**src/rtl/ddr_req_seq_pkg.sv**
```systemverilog
// Shared definitions for the DDR request sequencer: FSM state encodings
// and default guard/timeout constants.
package ddr_req_seq_pkg;

   typedef enum logic [2:0] {
      s_IDLE       = 3'd0,
      s_STROBE     = 3'd1,
      s_WAIT_START = 3'd2,
      s_XFER       = 3'd3,
      s_GUARD      = 3'd4
   } state_t;

   // Idle cycles after a line ends (covers tDAL/tRP and the controller input register)
   localparam int GUARD_CLKS_DEF   = 4;
   // Longest wait for the controller data phase before giving up on a line
   localparam int TIMEOUT_CLKS_DEF = 1023;

endpackage

```
**src/rtl/ddr_req_seq_arb.sv**
```systemverilog
// Two-way round-robin arbiter between the write-line and read-line clients.
// On a tie the client that did not win last time gets the grant.
module ddr_req_seq_arb (
   input  logic wr_req,
   input  logic rd_req,
   input  logic last_rd,
   output logic grant_wr,
   output logic grant_rd
);

   // One-hot grant; alternate on ties, otherwise pass the lone request through
   always_comb begin
      grant_wr = 1'b0;
      grant_rd = 1'b0;
      if (wr_req && rd_req) begin
         grant_rd = !last_rd;
         grant_wr = last_rd;
      end else begin
         grant_wr = wr_req;
         grant_rd = rd_req;
      end
   end

endmodule

```
**src/rtl/ddr_req_seq.sv**
```systemverilog
// Request sequencer on the system side of the DDR command controller.
// Grants one line transaction at a time, strobes the controller once,
// follows the wren/readrdy data phase, and enforces an idle guard before
// the controller may be strobed again.
module ddr_req_seq
   import ddr_req_seq_pkg::*;
#(
   parameter int ADDR_W       = 15,
   parameter int GUARD_CLKS   = GUARD_CLKS_DEF,
   parameter int TIMEOUT_CLKS = TIMEOUT_CLKS_DEF,
   parameter int TO_W         = 10
) (
   input  logic              clk,
   input  logic              reset,
   input  logic              sys_init_done,
   input  logic              wren,
   input  logic              readrdy,
   input  logic              wr_req,
   input  logic [ADDR_W-1:0] wr_addr,
   output logic              wr_ack,
   output logic              wr_done,
   input  logic              rd_req,
   input  logic [ADDR_W-1:0] rd_addr,
   output logic              rd_ack,
   output logic              rd_done,
   output logic              sys_adsn,
   output logic              sys_r_wn,
   output logic [ADDR_W-1:0] sys_add,
   output logic              busy,
   output logic              timeout_err,
   output logic [2:0]        state
);

   state_t          cur_st;
   logic            last_rd;
   logic [TO_W-1:0] cnt;
   logic            grant_wr;
   logic            grant_rd;
   logic            data_sig;
   logic            cnt_expired;
   logic            guard_end;

   ddr_req_seq_arb u_arb (
      .wr_req   (wr_req),
      .rd_req   (rd_req),
      .last_rd  (last_rd),
      .grant_wr (grant_wr),
      .grant_rd (grant_rd)
   );

   // The registered direction selects which controller data-phase flag is
   // followed, so activity of the other type is ignored
   assign data_sig    = sys_r_wn ? readrdy : wren;
   assign cnt_expired = (cnt == TO_W'(TIMEOUT_CLKS - 1));
   assign guard_end   = (cnt == TO_W'(GUARD_CLKS - 1));
   assign state       = cur_st;

   // Sequencer FSM; every output is a register so the controller sees clean levels
   always_ff @(posedge clk or posedge reset) begin
      if (reset) begin
         cur_st      <= s_IDLE;
         last_rd     <= 1'b0;
         cnt         <= '0;
         wr_ack      <= 1'b0;
         rd_ack      <= 1'b0;
         wr_done     <= 1'b0;
         rd_done     <= 1'b0;
         sys_adsn    <= 1'b1;
         sys_r_wn    <= 1'b1;
         sys_add     <= '0;
         busy        <= 1'b0;
         timeout_err <= 1'b0;
      end else begin
         wr_ack   <= 1'b0;
         rd_ack   <= 1'b0;
         wr_done  <= 1'b0;
         rd_done  <= 1'b0;
         sys_adsn <= 1'b1;
         case (cur_st)
            s_IDLE: begin
               if (sys_init_done && (grant_wr || grant_rd)) begin
                  wr_ack   <= grant_wr;
                  rd_ack   <= grant_rd;
                  sys_r_wn <= grant_rd;
                  sys_add  <= grant_rd ? rd_addr : wr_addr;
                  last_rd  <= grant_rd;
                  busy     <= 1'b1;
                  cur_st   <= s_STROBE;
               end
            end
            s_STROBE: begin
               sys_adsn <= 1'b0;
               cnt      <= '0;
               cur_st   <= s_WAIT_START;
            end
            s_WAIT_START: begin
               if (data_sig) begin
                  cnt    <= '0;
                  cur_st <= s_XFER;
               end else if (cnt_expired) begin
                  timeout_err <= 1'b1;
                  wr_done     <= !sys_r_wn;
                  rd_done     <= sys_r_wn;
                  cnt         <= '0;
                  cur_st      <= s_GUARD;
               end else begin
                  cnt <= cnt + 1'b1;
               end
            end
            s_XFER: begin
               if (!data_sig) begin
                  wr_done <= !sys_r_wn;
                  rd_done <= sys_r_wn;
                  cnt     <= '0;
                  cur_st  <= s_GUARD;
               end else if (cnt_expired) begin
                  timeout_err <= 1'b1;
                  wr_done     <= !sys_r_wn;
                  rd_done     <= sys_r_wn;
                  cnt         <= '0;
                  cur_st      <= s_GUARD;
               end else begin
                  cnt <= cnt + 1'b1;
               end
            end
            s_GUARD: begin
               if (guard_end) begin
                  busy   <= 1'b0;
                  cur_st <= s_IDLE;
               end else begin
                  cnt <= cnt + 1'b1;
               end
            end
            default: begin
               busy   <= 1'b0;
               cur_st <= s_IDLE;
            end
         endcase
      end
   end

endmodule

```
**config.mk**
```make
export PLATFORM = sky130hd
export DESIGN_NAME = ddr_req_seq
export DESIGN_NICKNAME = d
export VERILOG_FILES = /design/src/rtl/ddr_req_seq_pkg.sv /design/src/rtl/ddr_req_seq_arb.sv /design/src/rtl/ddr_req_seq.sv
export SDC_FILE = /design/constraint.sdc
export NUM_CORES = 1
export LEC_CHECK = 0
export CORE_ASPECT_RATIO = 1.75
export CORE_MARGIN = 8
export CORE_UTILIZATION = 56
export DETAILED_ROUTE_END_ITERATION = 6
export DONT_BUFFER_PORTS = 1
export HOLD_SLACK_MARGIN = 0.12
export MAX_ROUTING_LAYER = met4
export PLACE_DENSITY = 0.77
export SYNTH_ARGS = -nofsm -noshare
export SYNTH_HDL_FRONTEND = slang
export SYNTH_SLANG_ARGS = --single-unit
```
**constraint.sdc**
```tcl
create_clock -name clk -period 1.91 [get_ports clk]
set_clock_uncertainty 0.05 [all_clocks]
set_input_delay 0.382 -clock clk [delete_from_list [all_inputs] [get_ports clk]]
set_output_delay 0.382 -clock clk [all_outputs]
set_load 0.1 [all_outputs]
```
==> key figures, run 1 <==
Outcome
  • Status: complete, no violations

Worst setup path
  • Reg2Reg Depth: 5
  • R2R Setup Slk: 0.06 ns
  • CP peak stage delay: 0.64 ns
  • Data arrival, critical path: 1.98 ns
  • Startpoint Class: flip-flop
  • Crit-path cells: mux2i_4 > xor2_2 > a32oi_2 > nor2_4 > mux2_4
  • CP required: 2.04 ns
  • Worst R2R End: cnt[0]
  • Max FO, Critical Path: 8
  • Crit end category: flip-flop
  • Crit-path slowest cell: dfstp_4
  • WS Path Type: reg2reg
  • Worst flop-to-flop path startpoint: sys_r_wn

Place
  • Port buffer count: 0
  • Post-DP HPWL: 3760 um
  • Cell Count Post-Placement: 254
  • Gpl congestion: 0.834
  • Dpl cell area: 2190 um^2

STA
  • Final worst-path cycle share: 97.1%
  • Max Clk Rate: 0.539 GHz
  • Final hold viol count: 0
  • Rel. slew slack: 36.7%
  • WHS: 0.217 ns
  • RSZ-0062 raised after global routing: true
  • Max Slew Vio Count: 0
  • Setup TNS Final: 0 ns
  • Final setup fails: 0
  • Shortest period the worst path allows: 1.85 ns
  • Tightest Pin Transition: 0.949 ns

Floorplanning
  • Die area: 5470 um^2
  • Starting Density: 58.9%
  • Row count: 27
  • I/O Pins: 63
  • Core area: 3140 um^2
  • Die width: 59.5 um
  • Height of the die: 92.0 um

CTS
  • Clock Sinks: 37
  • Longest Clk Path Bufs: 2
  • Worst-Skew Late Latency: 0.29 ns
  • H-tree Lvls: 2
  • Cts bufs inserted: 5
  • CTS tree: done
  • CTS root buf: clkbuf_8
  • Post-CTS setup buffer count: 0
  • Clk slew on worst S/H paths: 0.07 ns

Min path
  • WHS Path Cells: 2
  • Hold Path Origin: readrdy
  • Hold endpoint: rd_done
  • Hold/Removal Path Class: in2reg

Synth
  • Cell variety after synth: 43
  • Syn_nets: 218
  • Mapped Avg Cell Area: 10.3 um^2
  • Seq/Total Area, Yosys: 50.2%
  • Register bit total from synthesis: 37
  • Ys Warns: 0
  • Post-Synthesis Cells: 179
  • Mapped cell area: 1850 um^2

Cells and area
  • Post-route cell area: 2360 um^2
  • Share of cells above drive strength 1: 33.2%
  • Area of the multi-input gates: 928 um^2
  • Finished Layout Cells: 263
  • Register Area: 936 um^2
  • # fillers: 233
  • Synthesis-to-finish area growth: 27.3%
  • Most frequent cells in the layout: 40 x buf_4, 32 x dfrtp_1, 22 x nand2_1, 15 x nor2_1, 15 x mux2i_1
  • Final net count: 258
  • Commonest non-fill, non-tap cell in the layout: buf_4
  • N_diodes: 0

Routing
  • Drt wl/cell: 18.1 um
  • ANT nets after route: 0
  • Vias/cell: 5.76
  • DRC Markers: 0
  • Total wire length: 4770 um
  • Vias after detailed routing: 1516
  • DR pass1 iterations: 4
  • DR iter-0 viols: 41

GRT
  • Initial antenna violation count: 0
  • Gr usage total: 19.3%
  • Vias in the first global route: 1612
  • Largest net degree at the start of global routing: 38
  • Grt total ovfl: 0
  • First-pass GRT wire length: 7840 um

Flow run
  • Max Cap Viol: 0
==> registers in the layout (all words and copies together), names as in the netlist <==
register	cells
busy	1
cnt	10
last_rd	1
rd_ack	1
rd_done	1
state	3
sys_add	15
sys_adsn	1
sys_r_wn	1
timeout_err	1
wr_ack	1
wr_done	1
==> synth_stat cells <==
cell type	number	share of area (%)
and2_1	1	0.34
a21boi_0	2	0.81
or2_2	2	0.68
o31ai_1	1	0.41
a32o_1	1	0.54
o22a_2	1	0.54
a21oi_1	5	1.4
nor2_1	15	3.0
nor3_1	2	0.54
and3_2	2	0.81
ha_1	2	1.4
o21bai_1	2	0.81
a21o_1	7	2.8
a31oi_2	1	0.68
o21ai_0	5	1.4
nand3_1	5	1.4
mux2_2	1	0.61
and2b_2	1	0.47
buf_6	2	1.2
a31o_2	1	0.47
a32oi_2	1	0.88
inv_1	2	0.41
and2b_1	2	0.81
nor4_1	1	0.34
xor2_1	1	0.47
a32oi_1	1	0.47
a21oi_2	1	0.47
dfrtp_1	35	47
o21ai_1	13	3.5
nand2b_1	1	0.34
nand4_1	1	0.34
nor2_4	1	0.61
dfstp_2	2	2.8
or3_1	1	0.34
mux2i_1	16	8.7
clkbuf_1	1	0.20
buf_2	5	1.4
or2_4	1	0.47
and3_1	2	0.68
nand2_1	22	4.5
and4_1	2	0.95
a22o_2	1	0.54
a22o_1	7	3.3
==> cell families after synthesis <==
kind of cell / synth area share [%]
AO/OA/AOI/OAI: 19.0
adder cells (fa/ha/maj): 1.35
flip-flops: 50.2
AND/OR/NAND/NOR: 16.6
buffers and inverters: 3.18
multiplexers: 9.26
XOR/XNOR: 0.473
==> timing repair <==
item / 4_1_cts / 5_1_grt
hold buffers: 1 / 0
setup endpoints to repair: 2 / 3
hold endpoints to repair: 35 / 0
gates resized for setup: 1 / 4
==> final cells by class <==
class,count,share of cell area [%]
Timing Repair Buffer,41,13.2
Multi-Input combinational cell,132,39.4
Clock inverter,2,1.59
Clock buffer,6,3.51
Tap cell,43,2.28
Sequential cell,37,39.7
Inverter,2,0.319
==> critical path: cells and delay by family (launching register included) <==
| kind | cells | cell delay [ns] |
|---|---|---|
| xor gates and xnor gates | 1 | 0.11 |
| DFF | 1 | 0.64 |
| and+or+nand+nor | 1 | 0.11 |
| muxes | 2 | 0.52 |
| AOI/OAI and AO/OA | 1 | 0.32 |
==> metal layers <==
metal,part of all wire (%),global-route usage [%],vias to the layer above
met2,56,34.1,58
li1,-,-,720
met1,32,18.1,727
met5,0,-,-
met4,2.9,8.84,0
met3,8.8,5.87,11
==> worst max-delay path by stage <==
stage,startpoint,cells after the start,endpoint,slack (ns)
floorplan,sys_r_wn,5,cnt[0],-0.14
global placement,cnt[9],5,cnt[0],0.06
detailed placement,cnt[9],5,cnt[0],0.04
CTS,sys_r_wn,5,cnt[0],0.05
global route,sys_r_wn,5,cnt[0],-0.01
finish,sys_r_wn,5,cnt[0],0.06
==> per-stage QoR <==
| step | utilization, % | setup WS, ns |
|---|---|---|
| after floorplan | - | -0.137 |
| after global placement | 69.7 | 0.0575 |
| after detailed placement | 69.7 | 0.0442 |
| after CTS | 74.1 | 0.0521 |
| after global routing | 75.0 | -0.0125 |
| final | 75.0 | 0.0563 |
Power of run 1 is not shown: default switching activity piles up to over one toggle a cycle in this logic, so the estimate is an artifact.
==> run 2, diff against run 1 <==
--- a/config.mk
+++ b/config.mk
@@ -6,7 +6,7 @@
 export NUM_CORES = 1
 export LEC_CHECK = 0
 export CORE_ASPECT_RATIO = 1.75
-export CORE_MARGIN = 8
+export CORE_MARGIN = 5
 export CORE_UTILIZATION = 56
 export DETAILED_ROUTE_END_ITERATION = 6
 export DONT_BUFFER_PORTS = 1
==> run 2 against run 1 <==
Setup slack worse by 0.016 ns; highest routed layer unchanged; cell count shrank 1.1%; wire length fell by 3.2%; global-route usage is 3.1 points higher; final area shrank 2.8%; sequential share of layout area is 1.1 points higher.
==> key figures, run 2 (synthesized netlist as in run 1, its figures left out) <==
Outcome
  • Status: complete, no violations

Routing
  • ANT nets after route: 0 (unchanged)
  • DR iter-0 viols: 70 (+71%)
  • Drt wl/cell: 17.8 um (-2.1%)
  • Vias after detailed routing: 1495 (-1.4%)
  • Total wire length: 4620 um (-3.2%)
  • DR pass1 iterations: 4 (unchanged)
  • DRC Markers: 0 (unchanged)
  • Vias/cell: 5.75 (-0.25%)

STA
  • Shortest period the worst path allows: 1.87 ns (+0.0159 ns)
  • Rel. slew slack: 38.0% (+1.2 points)
  • Setup TNS Final: 0 ns (unchanged)
  • Max Slew Vio Count: 0 (unchanged)
  • Tightest Pin Transition: 0.930 ns (-0.0185 ns)
  • RSZ-0062 raised after global routing: true
  • Final setup fails: 0 (unchanged)
  • WHS: 0.221 ns (+0.00394 ns)
  • Final hold viol count: 0 (unchanged)
  • Max Clk Rate: 0.535 GHz (-0.85%)
  • Final worst-path cycle share: 97.9% (+0.83 points)

Cells and area
  • Final net count: 255 (-1.2%)
  • # fillers: 249 (+6.9%)
  • Commonest non-fill, non-tap cell in the layout: buf_4
  • Max reg flops: 15 (unchanged)
  • N_diodes: 0 (unchanged)
  • Share of cells above drive strength 1: 31.3% (-1.8 points)
  • Synthesis-to-finish area growth: 23.8%
  • Finished Layout Cells: 260 (-1.1%)
  • Most flop-heavy register: sys_add
  • Post-route cell area: 2290 um^2 (-2.8%)
  • Most frequent cells in the layout: 37 x buf_4, 32 x dfrtp_1, 22 x nand2_1, 15 x nor2_1, 15 x mux2i_1

Worst setup path
  • Data arrival, critical path: 2.00 ns (+0.02 ns)
  • Max FO, Critical Path: 5 (-3)
  • CP required: 2.04 ns (about the same)
  • Startpoint Class: flip-flop
  • CP peak stage delay: 0.64 ns (about the same)
  • Worst path bufs/invs: 0 (unchanged)
  • Worst flop-to-flop path startpoint: sys_r_wn
  • WS Path Type: reg2reg
  • Crit path max-delay family: compound AO/OA/AOI/OAI gates
  • Crit-path slowest cell: dfstp_4
  • Setup crit start: sys_r_wn
  • Worst R2R End: cnt[8]
  • Crit-path cells: mux2i_4 > xor2_2 > a32o_2 > a21o_1 > a22o_1
  • R2R Setup Slk: 0.04 ns (-0.02 ns)
  • Crit end category: flip-flop
  • Reg2Reg Depth: 5 (unchanged)

Place
  • Dpl cell area: 2150 um^2 (-1.7%)
  • Cell Count Post-Placement: 249 (-2.0%)
  • Gpl congestion: 0.842 (+0.94%)
  • Port buffer count: 0 (unchanged)
  • Post-DP HPWL: 3420 um (-9.2%)

Min path
  • Hold/Removal Path Class: in2reg
  • WHS Path Cells: 2 (unchanged)
  • Hold endpoint: rd_done
  • Hold Path Origin: readrdy

Floorplanning
  • Starting Density: 58.3% (-0.63 points)
  • Core area: 3180 um^2 (+1.1%)
  • I/O Pins: 63 (unchanged)
  • Height of the die: 86.0 um (-6.5%)
  • Die width: 53.5 um (-10%)
  • Row count: 27 (unchanged)
  • Die area: 4600 um^2 (-16%)

CTS
  • Clock Sinks: 37 (unchanged)
  • Worst-Skew Late Latency: 0.29 ns (about the same)
  • Clk slew on worst S/H paths: 0.07 ns (about the same)
  • Cts bufs inserted: 5 (unchanged)
  • H-tree Lvls: 2 (unchanged)
  • Longest Clk Path Bufs: 2 (unchanged)
  • CTS root buf: clkbuf_8
  • CTS tree: done

GRT
  • Largest net degree at the start of global routing: 38 (unchanged)
  • First-pass GRT wire length: 7270 um (-7.3%)
  • Vias in the first global route: 1557 (-3.4%)
  • Initial antenna violation count: 0 (unchanged)
  • Gr usage total: 22.4% (+3.1 points)
  • Grt total ovfl: 0 (unchanged)

Flow run
  • Max Cap Viol: 0 (unchanged)
-- run 2: area by class of cell --
type,instances,area (um^2),area share (%)
clock buffers,6,72.6,3.17
clock inverters,2,10.0,0.437
inverters,2,7.51,0.328
multi-input cells,132,923,40.3
flip-flops and latches,37,936,40.9
well taps,43,53.8,2.35
repair buffers,38,288,12.6
-- run 2: worst max path at each step --
stage / end / cells after the start / slack (ns)
2_1_floorplan: cnt[0] / 5 / -0.14
3_3_place_gp: cnt[0] / 5 / -0.06
3_5_place_dp: cnt[0] / 5 / -0.1
4_1_cts: cnt[8] / 5 / 0.02
5_1_grt: cnt[9] / 5 / -0.02
6_report: cnt[8] / 5 / 0.04
-- run 2: repair_timing --
action | CTS | global route
gates resized for setup | 4 | 1
setup buffers | 0 | 2
setup endpoints to repair | 8 | 10
hold endpoints to repair | 35 | 0
hold buffers | 1 | 0
pin swaps | 0 | 5
-- run 2: per-layer routing --
metal | vias to the layer above | track usage [%] | part of all wire [%]
li1 | 711 | - | -
met4 | 0 | 11.6 | 2.8
met3 | 11 | 6.26 | 6.6
met5 | - | - | 0
met1 | 723 | 21.2 | 34
met2 | 50 | 39.1 | 56
-- run 2: per-stage QoR --
stage                     utilization (%)  worst slack (ns)
after floorplan                         -            -0.137
after global placement               67.8           -0.0597
after detailed placement             67.8           -0.0967
after CTS                            71.7            0.0221
after global routing                 72.1           -0.0238
final                                72.1            0.0405
Power of run 2 is left out for the same reason.
==> run 3, diff against run 2 <==
--- a/config.mk
+++ b/config.mk
@@ -10,6 +10,7 @@
 export CORE_UTILIZATION = 56
 export DETAILED_ROUTE_END_ITERATION = 6
 export DONT_BUFFER_PORTS = 1
+export GPL_ROUTABILITY_DRIVEN = 0
 export HOLD_SLACK_MARGIN = 0.12
 export MAX_ROUTING_LAYER = met4
 export PLACE_DENSITY = 0.77
==> run 3 against run 2 <==
Critical path depth did not move; final area rose by 0.33%; setup slack lost 0.022 ns; clock-buffer cell count grew 1; highest routed layer unchanged.
==> key figures, run 3 (synthesized netlist as in run 1, its figures left out) <==
Worst setup path
  • Crit path max-delay family: compound AO/OA/AOI/OAI gates
  • Crit end category: flip-flop
  • Crit-path cells: mux2i_4 > xor2_2 > a32o_2 > a21o_1 > a22o_1
  • Crit-path slowest cell: dfstp_4
  • Worst path bufs/invs: 0 (unchanged)
  • Data arrival, critical path: 2.02 ns (+0.02 ns)
  • CP required: 2.03 ns (about the same)
  • WS Path Type: reg2reg
  • Startpoint Class: flip-flop
  • Max FO, Critical Path: 5 (unchanged)
  • CP peak stage delay: 0.63 ns (about the same)

Cells and area
  • Max reg flops: 15 (unchanged)
  • Register Area: 937 um^2 (+0.13%)
  • Synthesis-to-finish area growth: 24.2%
  • Final net count: 254 (-0.39%)
  • Final core occ: 72.4% (+0.24 points)
  • Commonest non-fill, non-tap cell in the layout: buf_4
  • # fillers: 232 (-6.8%)
  • N_diodes: 0 (unchanged)
  • Area of the multi-input gates: 918 um^2 (-0.54%)
  • Share of cells above drive strength 1: 32.9% (+1.5 points)
  • Finished Layout Cells: 259 (-0.38%)
  • Most frequent cells in the layout: 36 x buf_4, 31 x dfrtp_1, 22 x nand2_1, 15 x nor2_1, 15 x mux2i_1
  • Most flop-heavy register: sys_add

CTS
  • CTS root buf: clkbuf_8
  • CTS tree: done
  • Clock Sinks: 37 (unchanged)
  • Clk slew on worst S/H paths: 0.07 ns (about the same)
  • Post-CTS setup buffer count: 0 (unchanged)
  • Longest Clk Path Bufs: 2 (unchanged)
  • Cts bufs inserted: 5 (unchanged)
  • H-tree Lvls: 2 (unchanged)
  • Worst-Skew Late Latency: 0.28 ns (about the same)

Place
  • Pre-CTS setup slack: 0.0239 ns (+0.121 ns)
  • Port buffer count: 0 (unchanged)
  • Post-DP HPWL: 3390 um (-0.77%)
  • Cell Count Post-Placement: 250 (+0.40%)

GRT
  • Vias in the first global route: 1585 (+1.8%)
  • Initial antenna violation count: 0 (unchanged)
  • Grt total ovfl: 0 (unchanged)
  • Largest net degree at the start of global routing: 38 (unchanged)
  • First-pass GRT wire length: 6970 um (-4.1%)
  • Gr usage total: 21.4% (-1.0 points)

STA
  • Tightest Pin Transition: 0.908 ns (-0.0224 ns)
  • Max Slew Vio Count: 0 (unchanged)
  • RSZ-0062 raised after global routing: true
  • Final setup fails: 0 (unchanged)
  • Final hold viol count: 0 (unchanged)
  • Shortest period the worst path allows: 1.89 ns (+0.0216 ns)
  • Max Clk Rate: 0.529 GHz (-1.1%)
  • Worst setup margin: 0.0189 ns (-0.0216 ns)
  • Final worst-path cycle share: 99.0% (+1.1 points)
  • Rel. slew slack: 39.5% (+1.5 points)

Outcome
  • Status: complete, no violations

Routing
  • Vias/cell: 5.86 (+1.9%)
  • Vias after detailed routing: 1518 (+1.5%)
  • DR pass1 iterations: 4 (unchanged)
  • Drt wl/cell: 17.5 um (-1.2%)
  • Total wire length: 4540 um (-1.6%)
  • DR iter-0 viols: 48 (-31%)
  • DRC Markers: 0 (unchanged)
  • ANT nets after route: 0 (unchanged)

Floorplanning
  • Die width: 53.5 um (unchanged)
  • Core area: 3180 um^2 (unchanged)
  • I/O Pins: 63 (unchanged)
  • Row count: 27 (unchanged)
  • Height of the die: 86.0 um (unchanged)
  • Die area: 4600 um^2 (unchanged)
  • Starting Density: 58.3% (unchanged)

Flow run
  • Max Cap Viol: 0 (unchanged)

Min path
  • Hold/Removal Path Class: in2reg
==> run 3: changes by cell type in the layout (fill, tap and decap cells not counted), sizes merged <==
| cell | before | now |
|---|---|---|
| clkbuf | 6 | 7 |
| buf | 37 | 36 |
| clkinv | 2 | 1 |
==> run 3: worst reg2reg max path: stages, from the launching register on <==
cell and delay (ns):
dfstp_4 0.63, mux2i_4 0.26, xor2_2 0.13, a32o_2 0.32
a21o_1 0.17, a22o_1 0.22
==> run 3: routing by layer <==
layer | global-route usage [%] | vias to the layer above | part of all wire [%]
met4 | 12.6 | 0 | 3.2
li1 | - | 711 | -
met3 | 5.74 | 16 | 7.8
met1 | 19.8 | 721 | 33
met2 | 37.2 | 70 | 56
met5 | - | - | 0
==> run 3: final timing paths <==
| check | start | end | slack, ns | depth (start not counted) |
|---|---|---|---|---|
| max | sys_r_wn | cnt[8] | 0.02 | 5 |
| min | wr_addr[6] | sys_add[6] | 0.23 | 2 |
| max reg2reg | sys_r_wn | cnt[8] | 0.02 | 5 |
| min reg2reg | sys_add[12] | sys_add[12] | 0.44 | 2 |
| max in group asynchronous | reset | sys_adsn | 0.86 | 3 |
| min in group asynchronous | reset | sys_add[2] | 0.60 | 3 |
==> run 3: area by class of cell <==
type,count,area share (%)
Timing Repair Buffer,37,12.2
Multi-Input combinational cell,132,40.0
Clock inverter,1,0.218
Inverter,2,0.327
Tap cell,43,2.34
Clock buffer,7,4.19
Sequential cell,37,40.8
==> run 3: timing repair <==
action / in CTS / in global routing
hold buffers: 1 / 0
resized for setup: 0 / 6
endpoints found under the setup margin: 0 / 10
hold endpoints to repair: 35 / 0
==> run 3: through the flow <==
stage	hold slack (ns)	setup TNS [ns]	area (um^2)
2_1_floorplan	0.394	-0.888	1880
3_3_place_gp	0.351	0	2160
3_5_place_dp	0.356	0	2160
4_1_cts	0.229	0	2270
5_1_grt	0.228	-0.0675	2300
6_report	0.232	0	2300
Power of run 3 is left out for the same reason.
